### config.mk
export PLATFORM = sky130hd
export DESIGN_NAME = hkspi_responder_flat
export DESIGN_NICKNAME = d
export VERILOG_FILES = /design/src/rtl/hkspi_pkg.sv /design/src/rtl/hkspi_responder_if.sv /design/src/rtl/hkspi_sync_edge.sv /design/src/rtl/hkspi_responder.sv /design/src/flat_wrapper.sv
export SDC_FILE = /design/constraint.sdc
export NUM_CORES = 1
export LEC_CHECK = 0
export CAP_MARGIN = 20
export CORE_ASPECT_RATIO = 1.2
export CORE_UTILIZATION = 50
export CTS_BUF_LIST = sky130_fd_sc_hd__clkbuf_4 sky130_fd_sc_hd__clkbuf_8
export CTS_CLUSTER_SIZE = 30
export DETAILED_ROUTE_END_ITERATION = 8
export PLACE_DENSITY = 0.73
export SLEW_MARGIN = 20
export SYNTH_ARGS = -nofsm -noshare
export SYNTH_HDL_FRONTEND = slang
export SYNTH_SLANG_ARGS = --single-unit
export TNS_END_PERCENT = 5
### constraint.sdc
create_clock -name clock -period 2.2 [get_ports clock]
set_input_delay 0.44 -clock clock [delete_from_list [all_inputs] [get_ports clock]]
set_output_delay 0.44 -clock clock [all_outputs]
set_load 0.01 [all_outputs]
### src/rtl/hkspi_pkg.sv
// Shared constants, state encoding and opcode helpers for the housekeeping SPI responder.
package hkspi_pkg;

    localparam logic [1:0] CMD_WR      = 2'b10;
    localparam logic [1:0] CMD_RD      = 2'b01;
    localparam logic [1:0] CMD_RW      = 2'b11;
    localparam logic [7:0] CMD_PT_MGMT = 8'hC4;
    localparam logic [7:0] CMD_PT_USER = 8'hC6;

    // Bit positions of the host pins in the synchronizer array.
    localparam int PIN_SDI = 0;
    localparam int PIN_CSB = 1;
    localparam int PIN_SCK = 2;

    typedef enum logic [2:0] {
        ST_IDLE,
        ST_COMMAND,
        ST_ADDRESS,
        ST_DATA,
        ST_PASSTHRU,
        ST_IGNORE
    } hk_state_e;

    function automatic logic is_rd(input logic [1:0] mode);
        return (mode == CMD_RD) || (mode == CMD_RW);
    endfunction

    function automatic logic is_wr(input logic [1:0] mode);
        return (mode == CMD_WR) || (mode == CMD_RW);
    endfunction

endpackage

### src/rtl/hkspi_responder_if.sv
// Byte-wide strobe bus between the SPI responder (master) and the housekeeping register file.
interface hkspi_responder_if #(
    parameter int ADDR_W = 8
);
    logic [ADDR_W-1:0] reg_addr;
    logic [7:0]        reg_wdata;
    logic              reg_wr;
    logic              reg_rd;
    logic [7:0]        reg_rdata;

    modport master (output reg_addr, reg_wdata, reg_wr, reg_rd, input reg_rdata);
    modport slave  (input reg_addr, reg_wdata, reg_wr, reg_rd, output reg_rdata);
endinterface

### src/rtl/hkspi_sync_edge.sv
// Multi-flop synchronizer for one asynchronous pin, with single-cycle rise/fall pulses.
module hkspi_sync_edge #(
    parameter int SYNC_STAGES = 2
) (
    input  logic clock,
    input  logic reset,
    input  logic pin_i,
    output logic lvl_o,
    output logic rise_o,
    output logic fall_o
);
    logic [SYNC_STAGES-1:0] sync_q;
    logic                   dly_q;

    always_ff @(posedge clock or posedge reset) begin
        if (reset) begin
            sync_q <= '0;
            dly_q  <= 1'b0;
        end else begin
            sync_q <= {sync_q[SYNC_STAGES-2:0], pin_i};
            dly_q  <= sync_q[SYNC_STAGES-1];
        end
    end

    assign lvl_o  = sync_q[SYNC_STAGES-1];
    assign rise_o = sync_q[SYNC_STAGES-1] & ~dly_q;
    assign fall_o = ~sync_q[SYNC_STAGES-1] & dly_q;
endmodule

### src/rtl/hkspi_responder.sv
// Housekeeping SPI responder (mode 0): command/address/data decode onto a byte strobe bus,
// plus pass-thru flags that hand the host SPI to the mgmt or user flash.
module hkspi_responder
    import hkspi_pkg::*;
#(
    parameter int SYNC_STAGES = 2,
    parameter int ADDR_W      = 8
) (
    input  logic              clock,
    input  logic              reset,
    input  logic              sck,
    input  logic              csb,
    input  logic              sdi,
    output logic              sdo,
    output logic              sdo_enb,
    hkspi_responder_if.master bus,
    output logic              pass_thru_mgmt,
    output logic              pass_thru_user
);
    logic [2:0] lvl, rise, fall;

    hkspi_sync_edge #(.SYNC_STAGES(SYNC_STAGES)) u_sync [2:0] (
        .clock  (clock),
        .reset  (reset),
        .pin_i  ({sck, csb, sdi}),
        .lvl_o  (lvl),
        .rise_o (rise),
        .fall_o (fall)
    );

    logic sck_rise, sck_fall, csb_s, csb_fall, sdi_s;
    assign sck_rise = rise[PIN_SCK];
    assign sck_fall = fall[PIN_SCK];
    assign csb_s    = lvl[PIN_CSB];
    assign csb_fall = fall[PIN_CSB];
    assign sdi_s    = lvl[PIN_SDI];

    logic edges_unused;
    assign edges_unused = ^{lvl[PIN_SCK], rise[PIN_CSB], rise[PIN_SDI], fall[PIN_SDI]};

    hk_state_e         state_q;
    logic [2:0]        bit_cnt_q;
    logic [6:0]        rx_q;
    logic [7:0]        tx_q;
    logic [1:0]        mode_q;
    logic [2:0]        rem_q;      // bytes left in fixed-count mode, 0 = stream
    logic [ADDR_W-1:0] reg_addr_q;
    logic [7:0]        reg_wdata_q;
    logic              reg_wr_q, reg_rd_q;
    logic              cap_q, inc_q, rdn_q;
    logic              sdo_q, sdo_enb_q, pt_mgmt_q, pt_user_q;

    logic [7:0] rx_d;
    assign rx_d = {rx_q, sdi_s};

    always_ff @(posedge clock or posedge reset) begin
        if (reset) begin
            state_q     <= ST_IDLE;
            bit_cnt_q   <= '0;
            rx_q        <= '0;
            tx_q        <= '0;
            mode_q      <= '0;
            rem_q       <= '0;
            reg_addr_q  <= '0;
            reg_wdata_q <= '0;
            reg_wr_q    <= 1'b0;
            reg_rd_q    <= 1'b0;
            cap_q       <= 1'b0;
            inc_q       <= 1'b0;
            rdn_q       <= 1'b0;
            sdo_q       <= 1'b0;
            sdo_enb_q   <= 1'b1;
            pt_mgmt_q   <= 1'b0;
            pt_user_q   <= 1'b0;
        end else begin
            // Per-byte pipeline: strobe -> address increment + next read -> capture into tx.
            reg_wr_q <= 1'b0;
            reg_rd_q <= rdn_q;
            cap_q    <= reg_rd_q;
            inc_q    <= 1'b0;
            rdn_q    <= 1'b0;
            if (cap_q) tx_q <= bus.reg_rdata;
            if (inc_q) reg_addr_q <= reg_addr_q + ADDR_W'(1);

            if (csb_s) begin
                state_q   <= ST_IDLE;
                reg_rd_q  <= 1'b0;
                cap_q     <= 1'b0;
                sdo_q     <= 1'b0;
                sdo_enb_q <= 1'b1;
                pt_mgmt_q <= 1'b0;
                pt_user_q <= 1'b0;
            end else begin
                case (state_q)
                    ST_IDLE: if (csb_fall) begin
                        state_q   <= ST_COMMAND;
                        bit_cnt_q <= '0;
                    end
                    ST_COMMAND: if (sck_rise) begin
                        bit_cnt_q <= bit_cnt_q + 3'd1;
                        rx_q      <= rx_d[6:0];
                        if (bit_cnt_q == 3'd7) begin
                            if (rx_d == CMD_PT_MGMT) begin
                                state_q   <= ST_PASSTHRU;
                                pt_mgmt_q <= 1'b1;
                            end else if (rx_d == CMD_PT_USER) begin
                                state_q   <= ST_PASSTHRU;
                                pt_user_q <= 1'b1;
                            end else if (rx_d[2:0] == 3'b000 && rx_d[7:6] != 2'b00) begin
                                state_q <= ST_ADDRESS;
                                mode_q  <= rx_d[7:6];
                                rem_q   <= rx_d[5:3];
                            end else begin
                                state_q <= ST_IGNORE;
                            end
                        end
                    end
                    ST_ADDRESS: if (sck_rise) begin
                        bit_cnt_q <= bit_cnt_q + 3'd1;
                        rx_q      <= rx_d[6:0];
                        if (bit_cnt_q == 3'd7) begin
                            state_q    <= ST_DATA;
                            reg_addr_q <= ADDR_W'(rx_d);
                            if (is_rd(mode_q)) begin
                                reg_rd_q  <= 1'b1;
                                sdo_enb_q <= 1'b0;
                            end
                        end
                    end
                    ST_DATA: begin
                        if (sck_fall && is_rd(mode_q)) begin
                            sdo_q <= tx_q[7];
                            tx_q  <= {tx_q[6:0], 1'b0};
                        end
                        if (sck_rise) begin
                            bit_cnt_q <= bit_cnt_q + 3'd1;
                            rx_q      <= rx_d[6:0];
                            if (bit_cnt_q == 3'd7) begin
                                if (is_wr(mode_q)) begin
                                    reg_wdata_q <= rx_d;
                                    reg_wr_q    <= 1'b1;
                                end
                                inc_q <= 1'b1;
                                if (rem_q == 3'd1) begin
                                    state_q   <= ST_IGNORE;
                                    sdo_enb_q <= 1'b1;
                                end else begin
                                    if (rem_q != 3'd0) rem_q <= rem_q - 3'd1;
                                    rdn_q <= is_rd(mode_q);
                                end
                            end
                        end
                    end
                    ST_PASSTHRU: ;
                    ST_IGNORE:   sdo_enb_q <= 1'b1;
                    default:     state_q <= ST_IDLE;
                endcase
            end
        end
    end

    assign sdo            = sdo_q;
    assign sdo_enb        = sdo_enb_q;
    assign pass_thru_mgmt = pt_mgmt_q;
    assign pass_thru_user = pt_user_q;
    assign bus.reg_addr   = reg_addr_q;
    assign bus.reg_wdata  = reg_wdata_q;
    assign bus.reg_wr     = reg_wr_q;
    assign bus.reg_rd     = reg_rd_q;
endmodule
### src/flat_wrapper.sv
// flat-port wrapper written by rule: the top's interface ports become plain ports
module hkspi_responder_flat import hkspi_pkg::*;
#(
    parameter int SYNC_STAGES = 2,
    parameter int ADDR_W      = 8
)
  (clock, reset, sck, csb, sdi, sdo, sdo_enb, pass_thru_mgmt, pass_thru_user, bus_reg_addr, bus_reg_wdata, bus_reg_wr, bus_reg_rd, bus_reg_rdata);
  hkspi_responder_if #(.ADDR_W(ADDR_W)) bus_i ();
  input  logic clock;
  input  logic reset;
  input  logic sck;
  input  logic csb;
  input  logic sdi;
  output logic sdo;
  output logic sdo_enb;
  output logic pass_thru_mgmt;
  output logic pass_thru_user;
  output wire logic [$bits(bus_i.reg_addr)-1:0] bus_reg_addr;
  output wire logic [$bits(bus_i.reg_wdata)-1:0] bus_reg_wdata;
  output wire logic [$bits(bus_i.reg_wr)-1:0] bus_reg_wr;
  output wire logic [$bits(bus_i.reg_rd)-1:0] bus_reg_rd;
  input wire logic [$bits(bus_i.reg_rdata)-1:0] bus_reg_rdata;
  assign bus_reg_addr = bus_i.reg_addr;
  assign bus_reg_wdata = bus_i.reg_wdata;
  assign bus_reg_wr = bus_i.reg_wr;
  assign bus_reg_rd = bus_i.reg_rd;
  assign bus_i.reg_rdata = bus_reg_rdata;
  hkspi_responder #(.SYNC_STAGES(SYNC_STAGES), .ADDR_W(ADDR_W)) u_core (.clock(clock), .reset(reset), .sck(sck), .csb(csb), .sdi(sdi), .sdo(sdo), .sdo_enb(sdo_enb), .bus(bus_i), .pass_thru_mgmt(pass_thru_mgmt), .pass_thru_user(pass_thru_user));
endmodule
==> impl_results.md, run 1 <==
* Number of buffers added by the clock tree synthesis step at 9
* Number of violations of the max-capacitance limit at 0
* H-tree depth reported by CTS at 3
* Final count of pins violating max slew at 0
* Number of buffers inserted to repair setup after CTS at 0
* Top-area cell type share of the netlist area at 0.545
* Most instantiated library cell after synthesis: sky130_fd_sc_hd__dfrtp_1
* Die Area at about 0.0056 mm²
* Max IR drop VDD at slightly below 0.0006 V
* Worst Hold Class: register to register
* Number of primary I/O pins at 35
* Post-synthesis cell type count at 45
* Ys Warns at 0
* Quantity of gates resized following cts at 0
* Global route total overflow at 0
* # DRC at 0
* Leakage at approximately 1.5 nW
* Floorplan die width at just under 70 µm
* Final setup margin at between 150 and 200 ps
* Clock skew after layout at about 8.2 ps
* Final Wtd Congestion at 0.898
* Synthesized Nets at approximately 260
* Endpoint type of the worst setup path: register
* P&R area growth vs syn at 24.1%
* Critical path startpoint category: register
* Leading post-synthesis cells by cell area: sky130_fd_sc_hd__dfrtp_1 54%, sky130_fd_sc_hd__mux2_2 5.9%, sky130_fd_sc_hd__mux2i_1 4.5%
* Antenna violations before repair at 0
* TritonCTS clock tree: yes
* Run status: completed
* Per-cell via count in the routed design at about 5.4
* Synth Instances at 237
* Initial Util at 0.528
* IO buf count at 34
* Final setup vio count at 0
* Final sum of negative setup slack at 0 ps
* Maximum fanout count along the critical path at 8
* Wirelength, routed at just over 5000 µm
* Synth area leader: sky130_fd_sc_hd__dfrtp_1
* Clock root buffer master: sky130_fd_sc_hd__clkbuf_8
* Synthesized area divided by synthesized cell count at roughly 11 µm²
* Hpwl dp at approximately 3600 µm
* Final layout net count at roughly 300
* Fraction of final layout cells sized beyond drive strength 1 at 0.164
* Die height at 82.0 µm
* Max-Slew Margin vs Limit at 0.636
* Mapped Area at around 0.0027 mm²
* Global-route wire length before repair at 8330 µm
* Data required, critical path at between 2000 and 2500 ps
* Min Clock Period, post-route at roughly 2000 ps
* Count of flip-flops with a built-in enable after synthesis at 0
* Filler cell count in the final layout at 424
* Setup repair after global routing missed its margin: no
* FFs w/ async S/R, synth at 1.00
* Number of hold violations in the final report at 0
* Number of buffers between clock root and the deepest sink at 2
* Worst Setup Path Type: register to register
* GRT Total Usage at 0.209
* Final ANT Viol Nets at 0
* Clock network latency to the later pin of the worst-skew pair at about 330 ps
* Number of standard-cell rows in the floorplan at 28
* Pre-CTS setup slack at 194 ps
* Final worst path period share at 0.909
* Sequential element share of the synthesized area at 0.555
* Slew at the pin closest to its max-slew limit at 544 ps
* Power Density at roughly 750 mW/mm²
* Worst Path Arrival at 2220 ps
* TritonRoute pass-1 iters at 4
* Core region area at approximately 0.0050 mm²
* WL/cell at 14.5 µm
* Max Fclk at between 400 and 500 MHz
* Synth top cells by count: 58 x sky130_fd_sc_hd__dfrtp_1, 30 x sky130_fd_sc_hd__nor2_1, 15 x sky130_fd_sc_hd__a21oi_1
* Num Clock Sinks at 59
* Most instantiated flip-flop cell in the synthesis netlist: sky130_fd_sc_hd__dfrtp_1
* Clock slew at reported path FFs at 60 ps
* Final antenna diode count at 0
* Vias in the first global route at 1821
* Number of storage elements in the synthesis netlist at just under 60
* Number of buffers added to fix hold violations after cts at 0
* Hold_ws at ~350 ps
* Initial detailed-routing violation count at 84
* Vias at 1876
* R2R setup slack at 200 ps
* Maximum number of pins on one net before global-route repair at 30
[cells by family after synthesis]
group	after synthesis	share of synthesized area
flip-flops	59	0.555
multiplexers	29	0.120
adder cells (fa/ha/maj)	6	0.0282
AO/OA/AOI/OAI	45	0.107
AND/OR/NAND/NOR	72	0.139
buffers and inverters	19	0.0287
XOR/XNOR	7	0.0230
[stage by stage]
stage | instance area (µm²) | std cells | power (mW) | utilization
3_3_place_gp | 3140 | 333 | 1.65 | 0.622
4_1_cts | 3310 | 347 | 2.52 | 0.656
3_5_place_dp | 3140 | 333 | 1.66 | 0.622
6_report | 3310 | 347 | 2.49 | 0.656
5_1_grt | 3310 | 347 | 2.61 | 0.656
2_1_floorplan | 2660 | 237 | 1.52 | -
[critical path, stage by stage (launching register included)]
cell                      delay [ps]
sky130_fd_sc_hd__dfrtp_1         460
sky130_fd_sc_hd__or4_1           600
sky130_fd_sc_hd__or4_4           530
sky130_fd_sc_hd__mux2_4          310
[power by group]
group | internal, mW | switching (mW) | total (mW)
Combinational | 0.163 | 0.194 | 0.357
Clock | 0.468 | 0.385 | 0.853
Sequential | 1.17 | 0.115 | 1.28
Total | 1.80 | 0.694 | 2.49
[area by class of cell]
class | instances | area, µm² | area share
Sequential cell | 59 | 1480 | 0.447
Multi-Input combinational cell | 159 | 1110 | 0.336
Timing Repair Buffer | 45 | 435 | 0.132
Clock buffer | 12 | 159 | 0.0481
Tap cell | 60 | 75.1 | 0.0227
Inverter | 10 | 37.5 | 0.0114
Clock inverter | 2 | 12.5 | 0.00378
[cells in the final DEF (no fill, tap or decap), types with 2 or more instances in the layout]
cell type	count
sky130_fd_sc_hd__a21oi_1	15
sky130_fd_sc_hd__mux2i_1	12
sky130_fd_sc_hd__nand2_1	13
sky130_fd_sc_hd__inv_1	9
sky130_fd_sc_hd__o21ai_0	12
sky130_fd_sc_hd__xor2_1	6
sky130_fd_sc_hd__ha_1	6
sky130_fd_sc_hd__a211o_1	2
sky130_fd_sc_hd__mux2_4	2
sky130_fd_sc_hd__buf_4	10
sky130_fd_sc_hd__a2bb2oi_1	2
sky130_fd_sc_hd__a31oi_1	3
sky130_fd_sc_hd__o2bb2ai_1	2
sky130_fd_sc_hd__nor2_1	30
sky130_fd_sc_hd__dfrtp_1	58
sky130_fd_sc_hd__nor4bb_1	2
sky130_fd_sc_hd__clkdlybuf4s50_1	34
sky130_fd_sc_hd__o211ai_1	2
sky130_fd_sc_hd__nand3b_1	2
sky130_fd_sc_hd__nor3_1	3
sky130_fd_sc_hd__clkbuf_8	11
sky130_fd_sc_hd__nor2b_1	2
sky130_fd_sc_hd__mux2_2	14
sky130_fd_sc_hd__nand4_1	3
sky130_fd_sc_hd__and3b_1	2
sky130_fd_sc_hd__nand3_1	6
[state kept, by name, indices dropped and copies added (netlist names)]
signal and cells:
u_core.bit_cnt_q 3, u_core.bus.reg_addr 8, u_core.bus.reg_rd 1, u_core.bus.reg_wdata 8
u_core.bus.reg_wr 1, u_core.cap_q 1, u_core.inc_q 1, u_core.mode_q 2
u_core.pass_thru_mgmt 1, u_core.pass_thru_user 1, u_core.rdn_q 1, u_core.rem_q 3
u_core.rx_q 7, u_core.sdo 1, u_core.sdo_enb 1, u_core.state_q 3
u_core.tx_q 8, u_core.u_sync.dly_q 2, u_core.u_sync.sync_q 6
[path summary, 6_finish.rpt]
path / from / end / cells after the start
max in group asynchronous: reset / u_core.sdo_enb / 3
setup reg to reg: u_core.rx_q[0] / u_core.mode_q[1] / 3
hold reg to reg: u_core.u_sync[2].sync_q[0] / u_core.u_sync[2].sync_q[1] / 0
setup / recovery: u_core.rx_q[0] / u_core.mode_q[1] / 3
hold / removal: u_core.u_sync[2].sync_q[0] / u_core.u_sync[2].sync_q[1] / 0
min in group asynchronous: reset / u_core.tx_q[2] / 2
[per-layer routing]
layer	vias to the layer above	track usage	wire length (µm)
li1	933	-	-
met5	-	0	0
met2	40	0.324	2380
met1	894	0.267	2350
met3	9	0.0500	217
met4	0	0.113	98
Power figures use the tool's default switching activity.
==> run 2, diff against run 1 <==
Settings changed: CORE_MARGIN set to 8.
==> run 2 against run 1 <==
Power increased by 6.1%. Critical path type unchanged. Sequential power about the same. Sequential share of layout area decreased by 0.32 points. Combinational power about the same. Final area increased by 0.72%. Clock-buffer cell count unchanged. Clock skew increased by 3.5 ps. First-iteration DRC count increased by 20%. Sequential cell count unchanged.
==> impl_results.md, run 2 (same netlist as run 1, synthesis figures left out) <==
* IO buf count at 34 (unchanged)
* Total area of multi-input combinational cells at 0.00111 mm² (unchanged)
* Worst Path Arrival at 2230 ps (about the same)
* Critical path startpoint category: register
* Die height at 96.0 µm (+17%)
* Floorplan die width at 82.6 µm (+20%)
* Global-route wire length before repair at 8780 µm (+5.4%)
* Core region area at 0.00523 mm² (+3.6%)
* Clock skew after layout at 11.8 ps (+3.52 ps)
* Initial Util at 0.510 (-0.0182)
* Number of violations of the max-capacitance limit at 0 (unchanged)
* Wirelength, routed at 5290 µm (+5.0%)
* Setup repair after global routing missed its margin: no
* Antenna violations before repair at 0 (unchanged)
* Per-cell via count in the routed design at 5.49 (+1.6%)
* Maximum fanout count along the critical path at 8 (unchanged)
* Die Area at 0.00793 mm² (+41%)
* Run status: completed
* Worst Setup Path Type: register to register
* Final antenna diode count at 0 (unchanged)
* Highest-delay cell along the critical path: sky130_fd_sc_hd__or4_1
* Post-route standard cell area excluding fillers at 0.00333 mm² (+0.72%)
* Number of buffers added by the clock tree synthesis step at 9 (unchanged)
* Leakage at 1.49 nW (+0.84%)
* Clock network latency to the later pin of the worst-skew pair at 340 ps (about the same)
* Global route total overflow at 0 (unchanged)
* TritonRoute pass-1 iters at 4 (unchanged)
* Power Density at 794 mW/mm² (+5.3%)
* P&R area growth vs syn at 25.0%
* Data required, critical path at 2420 ps (about the same)
* Vias in the first global route at 1897 (+4.2%)
* Worst Hold Class: register to register
* Number of buffers between clock root and the deepest sink at 2 (unchanged)
* Slew at the pin closest to its max-slew limit at 572 ps (+27.4 ps)
* Vias at 1917 (+2.2%)
* Max-Slew Margin vs Limit at 0.618 (-0.0183)
* GRT Total Usage at 0.146 (-0.0627)
* # DRC at 0 (unchanged)
* Max IR drop VDD at 0.000479 V (-17%)
* Num Clock Sinks at 59 (unchanged)
* Filler cell count in the final layout at 448 (+5.7%)
* Number of buffers inserted to repair setup after CTS at 0 (unchanged)
* Endpoint type of the worst setup path: register
* H-tree depth reported by CTS at 3 (unchanged)
* Family with the most delay on the worst path: simple AND/OR/NAND/NOR gates
* Slowest cell delay on critical path at 600 ps (about the same)
* Initial detailed-routing violation count at 101 (+20%)
* Maximum number of pins on one net before global-route repair at 60 (+100%)
* Area taken by flip-flops and latches at 0.00148 mm² (unchanged)
* Placed Area at 0.00312 mm² (-0.40%)
* Worst Path Buf+Inv at 0 (unchanged)
* Fraction of final layout cells sized beyond drive strength 1 at 0.164 (unchanged)
* Max Fclk at 498 MHz (-0.44%)
* Number of hold violations in the final report at 0 (unchanged)
* Final count of pins violating max slew at 0 (unchanged)
* Clock root buffer master: sky130_fd_sc_hd__clkbuf_8
* Clock slew at reported path FFs at 60 ps (about the same)
* WL/cell at 15.2 µm (+4.4%)
* Final core utilization at 0.637 (-0.0181)
* TritonCTS clock tree: yes
* Number of buffers added to fix hold violations after cts at 0 (unchanged)
* Final Wtd Congestion at 0.883 (-1.6%)
* Min Clock Period, post-route at 2010 ps (+8.74 ps)
* Number of primary I/O pins at 35 (unchanged)
* Quantity of gates resized following cts at 0 (unchanged)
* Final setup vio count at 0 (unchanged)
* Number of standard-cell rows in the floorplan at 29 (+3.6%)
* Most frequent standard cell in the layout excluding fill and tap cells: sky130_fd_sc_hd__dfrtp_1
* Worst-path cell chain: or4_1 -> or4_4 -> mux2_4
* Final worst path period share at 0.913 (+0.00397)
* Hpwl dp at 3720 µm (+4.5%)
* Most used cells in the layout excluding fill and tap cells: 58 x sky130_fd_sc_hd__dfrtp_1, 34 x sky130_fd_sc_hd__clkdlybuf4s50_1, 30 x sky130_fd_sc_hd__nor2_1
* Final layout net count at 301 (-0.66%)
* Final ANT Viol Nets at 0 (unchanged)
* Final sum of negative setup slack at 0 ps (unchanged)
-- run 2: cell count changes in the layout (fill, tap and decap cells not counted), sizes merged --
cell | before | now
clkinvlp | 1 | 0
buf | 11 | 9
clkinv | 1 | 3
bufinv | 0 | 1
-- run 2: layout make-up --
cell class | instances | share of cell area
clock buffer | 12 | 0.0477
clock inverter | 4 | 0.0147
inverter | 10 | 0.0113
multi-input combinational | 159 | 0.333
sequential | 59 | 0.444
tap | 62 | 0.0233
timing repair buffer | 43 | 0.126
-- run 2: metal layers --
| metal | wire length, µm | GRT usage | up-vias |
|---|---|---|---|
| met5 | 0 | 0 | - |
| met2 | 2530 | 0.224 | 49 |
| li1 | - | - | 932 |
| met3 | 340 | 0.0402 | 11 |
| met1 | 2330 | 0.182 | 925 |
| met4 | 101 | 0.0821 | 0 |
-- run 2: power breakdown --
group	internal [mW]	switching (mW)
registers	1.17	0.115
logic	0.162	0.195
clock network	0.595	0.409
total	1.92	0.719
-- run 2: path summary, 6_finish.rpt --
path	start	end	slack (ps)	depth (start not counted)
setup / recovery	u_core.rx_q[0]	u_core.mode_q[0]	190	3
hold / removal	u_core.u_sync[1].sync_q[0]	u_core.u_sync[1].sync_q[1]	350	0
setup reg to reg	u_core.rx_q[0]	u_core.mode_q[0]	190	3
hold reg to reg	u_core.u_sync[1].sync_q[0]	u_core.u_sync[1].sync_q[1]	350	0
max in group asynchronous	reset	u_core.sdo_enb	1420	3
min in group asynchronous	reset	u_core.bus.reg_addr[2]	470	3
-- run 2: stage by stage --
stage,hold WS (ps),cells,setup WS [ps],total power [mW]
2_1_floorplan,331,237,288,1.52
3_3_place_gp,331,333,233,1.64
3_5_place_dp,336,333,202,1.66
4_1_cts,350,349,193,2.67
5_1_grt,349,349,90.0,2.77
6_report,349,349,191,2.64
-- run 2: worst register-to-register path, delay by kind of cell (launching register included) --
kind	cells	cell delay [ps]
AND/OR/NAND/NOR	2	1130
flip-flops	1	450
multiplexers	1	310
